### src/rtl/snake_input_ctrl.sv
// snake_input_ctrl: player-input front end for the snake game.
//   Syncs and debounces four direction buttons, rejects illegal turns, and
//   emits the one-hot direction and the periodic move tick.
//   i_Clk, i_Rst_n            clock, async active-low reset
//   i_Btn[3:0]                raw buttons {DOWN, UP, LEFT, RIGHT}, 1 = pressed
//   i_Enable, i_Kill          game enable and kill levels
//   o_Direction[3:0]          one-hot direction, 0000 = still
//   o_SnakeTick               one-cycle move strobe
//   o_Pending                 a turn is queued for the next tick
module snake_input_ctrl #(
  parameter int unsigned c_DEBOUNCE_CYCLES = 250000,
  parameter int unsigned c_DEBOUNCE_W      = 18,
  parameter int unsigned c_TICK_CYCLES     = 6250000,
  parameter int unsigned c_TICK_W          = 23
) (
  input  logic       i_Clk,
  input  logic       i_Rst_n,
  input  logic [3:0] i_Btn,
  input  logic       i_Enable,
  input  logic       i_Kill,
  output logic [3:0] o_Direction,
  output logic       o_SnakeTick,
  output logic       o_Pending
);
  typedef enum logic [1:0] {IDLE, RUN, DEAD} state_t;
  logic [1:0] rst_sync_q, rst_sync_d;
  logic rst_n;
  logic [3:0] sync1_q, sync1_d, sync2_q, sync2_d, stable_q, stable_d;
  logic [c_DEBOUNCE_W-1:0] db_cnt_q [4];
  logic [c_DEBOUNCE_W-1:0] db_cnt_d [4];
  state_t state_q, state_d;
  logic [c_TICK_W-1:0] tick_cnt_q, tick_cnt_d;
  logic [3:0] dir_q, dir_d, pend_dir_q, pend_dir_d, press, sel, opp;
  logic pend_q, pend_d, tick_q, tick_d, wrap, accept;
  // Reset asserts asynchronously but is released on a clock edge.
  always_comb rst_sync_d = {rst_sync_q[0], 1'b1};
  always_ff @(posedge i_Clk or negedge i_Rst_n)
    if (!i_Rst_n) rst_sync_q <= '0;
    else rst_sync_q <= rst_sync_d;
  assign rst_n = rst_sync_q[1];
  always_comb begin
    sync1_d = i_Btn;
    sync2_d = sync1_q;
    for (int b = 0; b < 4; b++) begin
      stable_d[b] = stable_q[b];
      db_cnt_d[b] = '0;
      if (sync2_q[b] != stable_q[b]) begin
        if (db_cnt_q[b] == c_DEBOUNCE_W'(c_DEBOUNCE_CYCLES - 1)) stable_d[b] = ~stable_q[b];
        else db_cnt_d[b] = db_cnt_q[b] + 1'b1;
      end
    end
  end
  // Press pulse is the cycle whose edge raises the stable level; releases are ignored.
  assign press = stable_d & ~stable_q;
  assign sel = press[0] ? 4'b0001 : press[1] ? 4'b0010 : press[2] ? 4'b0100 : press[3] ? 4'b1000 : 4'b0000;
  always_comb begin
    state_d    = state_q;
    tick_cnt_d = tick_cnt_q;
    dir_d      = dir_q;
    pend_d     = pend_q;
    pend_dir_d = pend_dir_q;
    tick_d     = 1'b0;
    opp        = 4'b0000;
    accept     = 1'b0;
    wrap       = tick_cnt_q == c_TICK_W'(c_TICK_CYCLES - 1);
    case (state_q)
      IDLE: if (i_Enable && sel != 4'b0000) begin
        dir_d      = sel;
        tick_cnt_d = '0;
        state_d    = RUN;
      end
      RUN: if (i_Kill || !i_Enable) begin
        state_d    = i_Kill ? DEAD : IDLE;
        dir_d      = 4'b0000;
        pend_d     = 1'b0;
        tick_cnt_d = '0;
      end else begin
        tick_cnt_d = wrap ? '0 : tick_cnt_q + 1'b1;
        if (wrap) begin
          tick_d = 1'b1;
          pend_d = 1'b0;
          if (pend_q) dir_d = pend_dir_q;
        end
        // Judge the press against the direction visible after this edge.
        opp    = {dir_d[2], dir_d[3], dir_d[0], dir_d[1]};
        accept = sel != 4'b0000 && sel != dir_d && sel != opp;
        if (accept) begin
          pend_d     = 1'b1;
          pend_dir_d = sel;
        end
      end
      DEAD: begin
        dir_d  = 4'b0000;
        pend_d = 1'b0;
        if (!i_Enable) state_d = IDLE;
      end
      default: state_d = IDLE;
    endcase
  end
  always_ff @(posedge i_Clk or negedge rst_n)
    if (!rst_n) begin
      sync1_q    <= '0;
      sync2_q    <= '0;
      stable_q   <= '0;
      for (int b = 0; b < 4; b++) db_cnt_q[b] <= '0;
      state_q    <= IDLE;
      tick_cnt_q <= '0;
      dir_q      <= '0;
      pend_dir_q <= '0;
      pend_q     <= 1'b0;
      tick_q     <= 1'b0;
    end else begin
      sync1_q    <= sync1_d;
      sync2_q    <= sync2_d;
      stable_q   <= stable_d;
      for (int b = 0; b < 4; b++) db_cnt_q[b] <= db_cnt_d[b];
      state_q    <= state_d;
      tick_cnt_q <= tick_cnt_d;
      dir_q      <= dir_d;
      pend_dir_q <= pend_dir_d;
      pend_q     <= pend_d;
      tick_q     <= tick_d;
    end
  assign o_Direction = dir_q;
  assign o_SnakeTick = tick_q;
  assign o_Pending   = pend_q;
endmodule

### config.mk
export PLATFORM = sky130hd
export DESIGN_NAME = snake_input_ctrl
export DESIGN_NICKNAME = d
export VERILOG_FILES = /design/src/rtl/snake_input_ctrl.sv
export SDC_FILE = /design/constraint.sdc
export NUM_CORES = 1
export LEC_CHECK = 0
export CAP_MARGIN = 20
export CORE_UTILIZATION = 56
export CTS_CLUSTER_DIAMETER = 40
export CTS_CLUSTER_SIZE = 28
export DETAILED_ROUTE_END_ITERATION = 8
export PLACE_DENSITY = 0.75
export SYNTH_ARGS = -nofsm -noshare
export SYNTH_HDL_FRONTEND = slang
export SYNTH_SLANG_ARGS = --single-unit
### constraint.sdc
create_clock -name i_Clk -period 3.7 [get_ports i_Clk]
set_input_delay 0.74 -clock i_Clk [delete_from_list [all_inputs] [get_ports i_Clk]]
set_output_delay 0.74 -clock i_Clk [all_outputs]
set_load 0.05 [all_outputs]
# Word level (Yosys, flattened, before mapping)

Index checks and enable logic that the tools add are counted.

Bitwise logic cells: 7
Multiplexer cells: 43
Reductions and logical operators: 15
$add $sub $neg: 5
Equality and inequality tests: 17

Operators with widths:

| kind                                           | number |
|---|---|
| two-way mux 18 bit                             | 8 |
| adder 18 x 1 -> 18 bit (second input constant) | 4 |
| equality test 18 bit (second input constant)   | 4 |
| two-way mux 23 bit                             | 3 |
| case mux 23 bit (2 select lines)               | 1 |
| two-way mux 4 bit                              | 10 |
| adder 23 x 1 -> 23 bit (second input constant) | 1 |
| equality test 23 bit (second input constant)   | 1 |
| two-way mux 1 bit                              | 14 |
| case mux 4 bit (3 select lines)                | 1 |
| two-way mux 2 bit                              | 4 |
| inequality test 4 bit                          | 2 |
| inequality test 2 bit (second input constant)  | 3 |
| case mux 2 bit (3 select lines)                | 1 |
| AND reduction 2 bit                            | 3 |
| AND reduction 3 bit                            | 2 |
| inverter 1 bit                                 | 5 |
| AND 4 bit                                      | 1 |
| inequality test 1 bit                          | 4 |
| inequality test 4 bit (second input constant)  | 1 |
| inverter 4 bit                                 | 1 |
| nonzero test 2 bit                             | 2 |
| nonzero test 4 bit                             | 1 |
| logical AND 1 bit                              | 3 |
| 7 further kinds                                | 7 |

Register bits after elaboration: 121

# Longest topological paths before layout

Depth after elaboration: 14
Mapped depth: 11
Depth with buffers taken out: 9

# Worst setup path after synthesis

Ideal clock, no wire load.

Path type: register -> register
Start point: register tick_cnt_q[5]
End point: register pend_dir_q[0]
Period minus slack after synthesis: 2.867 ns
Slack: 0.833 ns
Arrival: 2.740 ns
Setup time: 0.128 ns
Stages on the path, launching flop included: 9
Cells stage by stage: dfrtp_1 -> or4_1 -> nor4_2 -> nand3_2 -> mux2_4 -> xnor2_1 -> nor4_2 -> nor3_2 -> mux2_1

Word-level cells in the longest chain between the ends: 8
Elaborated cells on any way between the ends: 9
Classes of those cells: eq/ne: 3; mux: 3; reduce/logical: 3

RTL lines:

| item                                     | line | text |
|---|---|---|
| from (decl)                              | 32   | `logic [c_TICK_W-1:0] tick_cnt_q, tick_cnt_d;` |
| from (signal assigned)                   | 118  | `tick_cnt_q <= tick_cnt_d;` |
| equality test 23 bit (*)                 | 65   | `wrap = tick_cnt_q == c_TICK_W'(c_TICK_CYCLES - 1);` |
| two-way mux 4 bit (*)                    | 79   | `if (wrap) begin` |
| two-way mux 4 bit (*)                    | 72   | `RUN: if (i_Kill \|\| !i_Enable) begin` |
| two-way mux 4 bit (*)                    | 66   | `case (state_q)` |
| inequality test 4 bit                    | 86   | `accept = sel != 4'b0000 && sel != dir_d && sel != opp;` |
| logical AND 1 bit                        | 86   |  |
| logical AND 1 bit (*)                    | 86   |  |
| AND reduction 3 bit (no source line) (*) | n/a  |  |
| to (signal assigned)                     | 120  | `pend_dir_q <= pend_dir_d;` |
| to (decl)                                | 33   | `logic [3:0] dir_q, dir_d, pend_dir_q, pend_dir_d, press, sel, opp;` |

Every way passes the cells marked *; elsewhere a longest branch is shown, timed or not. The select of a mux whose other input is x is not followed.
A chain may end at the register's enable or synchronous reset.

# Worst setup path in the final report

Start point: register tick_cnt_q[5]
End point: register pend_dir_q[2]

Same word-level chain as after synthesis.

==> results.yml <==
yosys:
  yosys.area.top_type: "dfrtp_1"
  synth_async_sr_flop_share_pct: 100
  syn_inst: 629
  ys_ff_latch: 121
  synth_edf_count: 0
  ys_seq_area_share_pct: 50.1
  synth-main-ff-cell: "dfrtp_1"
  yosysUniqueCellTypes: 53
  netlist_area_sq_um: 6040
  yosys.area.top_type_share_pct: 50.1
  synth.avg_cell_area_sq_um: 9.61
  synth.area.top_cells: "dfrtp_1 (50%), nor2_1 (6.3%), xnor2_1 (5.2%), xor2_1 (5.2%), nand3_1 (4.0%)"
  yosys_warnings: 0
  syn-num-nets: 646
floorplan:
  core_sq_um: 10400
  start_util_pct: 58.0
  io_pins: 14
  die_x_um: 106
  dieArea_sq_um: 11200
  rows: 37
  die_h_um: 106
grt:
  grt.total_usage_pct: 23.6
  met2_usage_pct: 37.5
  use_met1_pct: 31.1
  antenna_found_initial: 0
  overflow: 0
  grt_pass1_vias: 4559
  grt_pass1_wl_um: 20900
  use_met3_pct: 5.52
  grt.busiest_layer: "met2"
  grt_max_degree: 76
power:
  leakagePower_nw: 3.02
  peakVddDrop_v: 0.000406
  power_mw: 3.35
  power_density_nw_per_um2: 484
setup_path:
  cp_cell_sequence: "or4_1 -> nor4_2 -> nand3_2 -> mux2_4 -> xnor2_1 -> nor4_2 -> nor3_2 -> mux2_1"
  cp_common_cell: "nor4_2"
  end_kind: "register"
  critPathMaxFanout: 7
  required_ns: 4.10
  max_stage_delay_ns: 0.56
  crit_type: "reg2reg"
  start_kind: "register"
  cp_slowest_cell: "or4_1"
  crit_family: "simple AND/OR/NAND/NOR gates"
  crit_buf_inv: 0
  arrival_ns: 3.56
cts:
  clk_latency_ns: 0.51
  clk_pin_slew_ns: 0.06
  clk_path_buf_depth: 2
  cts.htree.levels: 4
  cts.sinks: 121
  post-cts-setup-buffers: 0
  holdBufCountCts: 0
  clock-root-buffer: "clkbuf_8"
  cts_buffers: 17
  cts_resized: 0
  cts_tree: "yes"
place:
  place_congestion: 0.867
  dp_hpwl_um: 8060
  port-buffer-count: 13
  post-place-ws_ns: 0.569
job:
  max_cap_violations: 0
final_layout:
  final_cell_mix: "dfrtp_1 (120), nor2_1 (102), nand3_1 (48)"
  final_common_cell: "dfrtp_1"
  n_antenna_cell: 0
  syn_to_final_growth_pct: 14.5
  fill_cells: 799
  nNetsFinal: 669
  drive_gt1_share_pct: 8.28
timing:
  max_slew_margin_pct: 35.9
  finClkSkew_ns: 0.00660
  max_freq_mhz: 316
  tightest_slew_ns: 0.961
  final-setup-viol-count: 0
  hold_viol_final: 0
  rsz0062_at_grt: "no"
  min_period_ns: 3.17
  setup_slack_ns: 0.534
  fin_crit_sh_pct: 85.6
  setup_tns_ns: 0
  timing.hold.ws_ns: 0.347
  finalMaxSlewViolations: 0
outcome:
  status: "finished clean"
route:
  drt.antenna.violating_nets: 0
  route.detailed.wl_per_inst_um: 15.0
  num_vias: 4573
  routed_via_density: 5.72
  post-route-drc-count: 0
  dr.pass1.iters: 5
  wl_um: 12000
  drt_iter0_markers: 286
hold_path:
  hold_class: "reg2reg"
## per-stage QoR
| stage | utilization, % | cells | area (sq um) |
|---|---|---|---|
| 6_report | 66.5 | 800 | 6920 |
| 5_1_grt | 66.5 | 800 | 6920 |
| 3_3_place_gp | 61.0 | 768 | 6350 |
| 4_1_cts | 66.5 | 800 | 6920 |
| 3_5_place_dp | 61.1 | 769 | 6360 |
| 2_1_floorplan | - | 629 | 6040 |
## power breakdown
group | internal [mW] | switching (mW)
registers | 1.37 | 0.0543
clock network | 1.00 | 0.547
logic | 0.145 | 0.237
## worst paths after layout
kind / startpoint / endpoint / slack [ns] / depth (start not counted)
min: rst_sync_q[0] / rst_sync_q[1] / 0.35 / 0
max in group asynchronous: rst_sync_q[1] / tick_cnt_q[7] / 2.43 / 1
min in group asynchronous: i_Rst_n / rst_sync_q[0] / 0.38 / 1
max: tick_cnt_q[5] / pend_dir_q[2] / 0.53 / 8
min reg2reg: rst_sync_q[0] / rst_sync_q[1] / 0.35 / 0
max reg2reg: tick_cnt_q[5] / pend_dir_q[2] / 0.53 / 8
## sequential cells by signal (all words and copies together), names as in the netlist
signal / flops
rst_sync_q: 2
sync2_q: 4
stable_q: 4
pend_dir_q: 4
sync1_q: 4
state_q: 2
o_Pending: 1
o_SnakeTick: 1
o_Direction: 4
db_cnt_q: 72
tick_cnt_q: 23
## area by class of cell
class / count / area, sq um / share of cell area, %
multi-input cells: 474 / 2900 / 41.8
flip-flops and latches: 121 / 3030 / 43.8
well taps: 136 / 170 / 2.46
clock buffers: 23 / 467 / 6.74
clock inverters: 8 / 95.1 / 1.37
inverters: 18 / 67.6 / 0.976
repair buffers: 20 / 195 / 2.82
## worst reg2reg max path, stage by stage, from the launching register on
cell	delay (ns)
dfrtp_1	0.43
or4_1	0.56
nor4_2	0.37
nand3_2	0.25
mux2_4	0.38
xnor2_1	0.24
nor4_2	0.11
nor3_2	0.35
mux2_1	0.36
## kinds of logic (layout without fill, tap and decap cells)
logic type | Yosys count | count (layout) | synth area share (%)
flops | 121 | 121 | 50.1
other cells | 1 | 1 | 0.0620
simple gates | 303 | 303 | 25.9
buf+inv | 34 | 69 | 2.11
xor+xnor | 72 | 72 | 10.4
compound gates | 76 | 76 | 7.08
fa+ha+maj | 9 | 9 | 1.86
mux | 13 | 13 | 2.50
## synth_stat cells (3+ instances only)
cell type	n
nor4b_1	4
nand2_1	41
nor2_1	102
ha_1	9
nand3_1	48
nand4b_1	4
dfrtp_1	121
a31oi_1	7
xnor2_1	36
mux2i_1	4
mux2_2	4
nand2b_1	8
nor4_1	5
clkbuf_1	16
a21oi_1	9
nand4_1	10
o21ai_0	44
nor3_1	6
nor4bb_1	3
or3_1	7
xor2_1	36
inv_1	18
nor2b_1	8
and3_1	30
and4_1	5
o21ai_1	6
or4_1	4
## routing by layer
| layer | routed length (um) | share of wire [%] | up-vias |
|---|---|---|---|
| li1 | - | - | 2226 |
| met5 | 0 | 0 | - |
| met4 | 303 | 2.5 | 0 |
| met3 | 440 | 3.7 | 31 |
| met1 | 5520 | 46 | 2229 |
| met2 | 5770 | 48 | 87 |
Note: power is estimated with default switching activity, not from simulation.
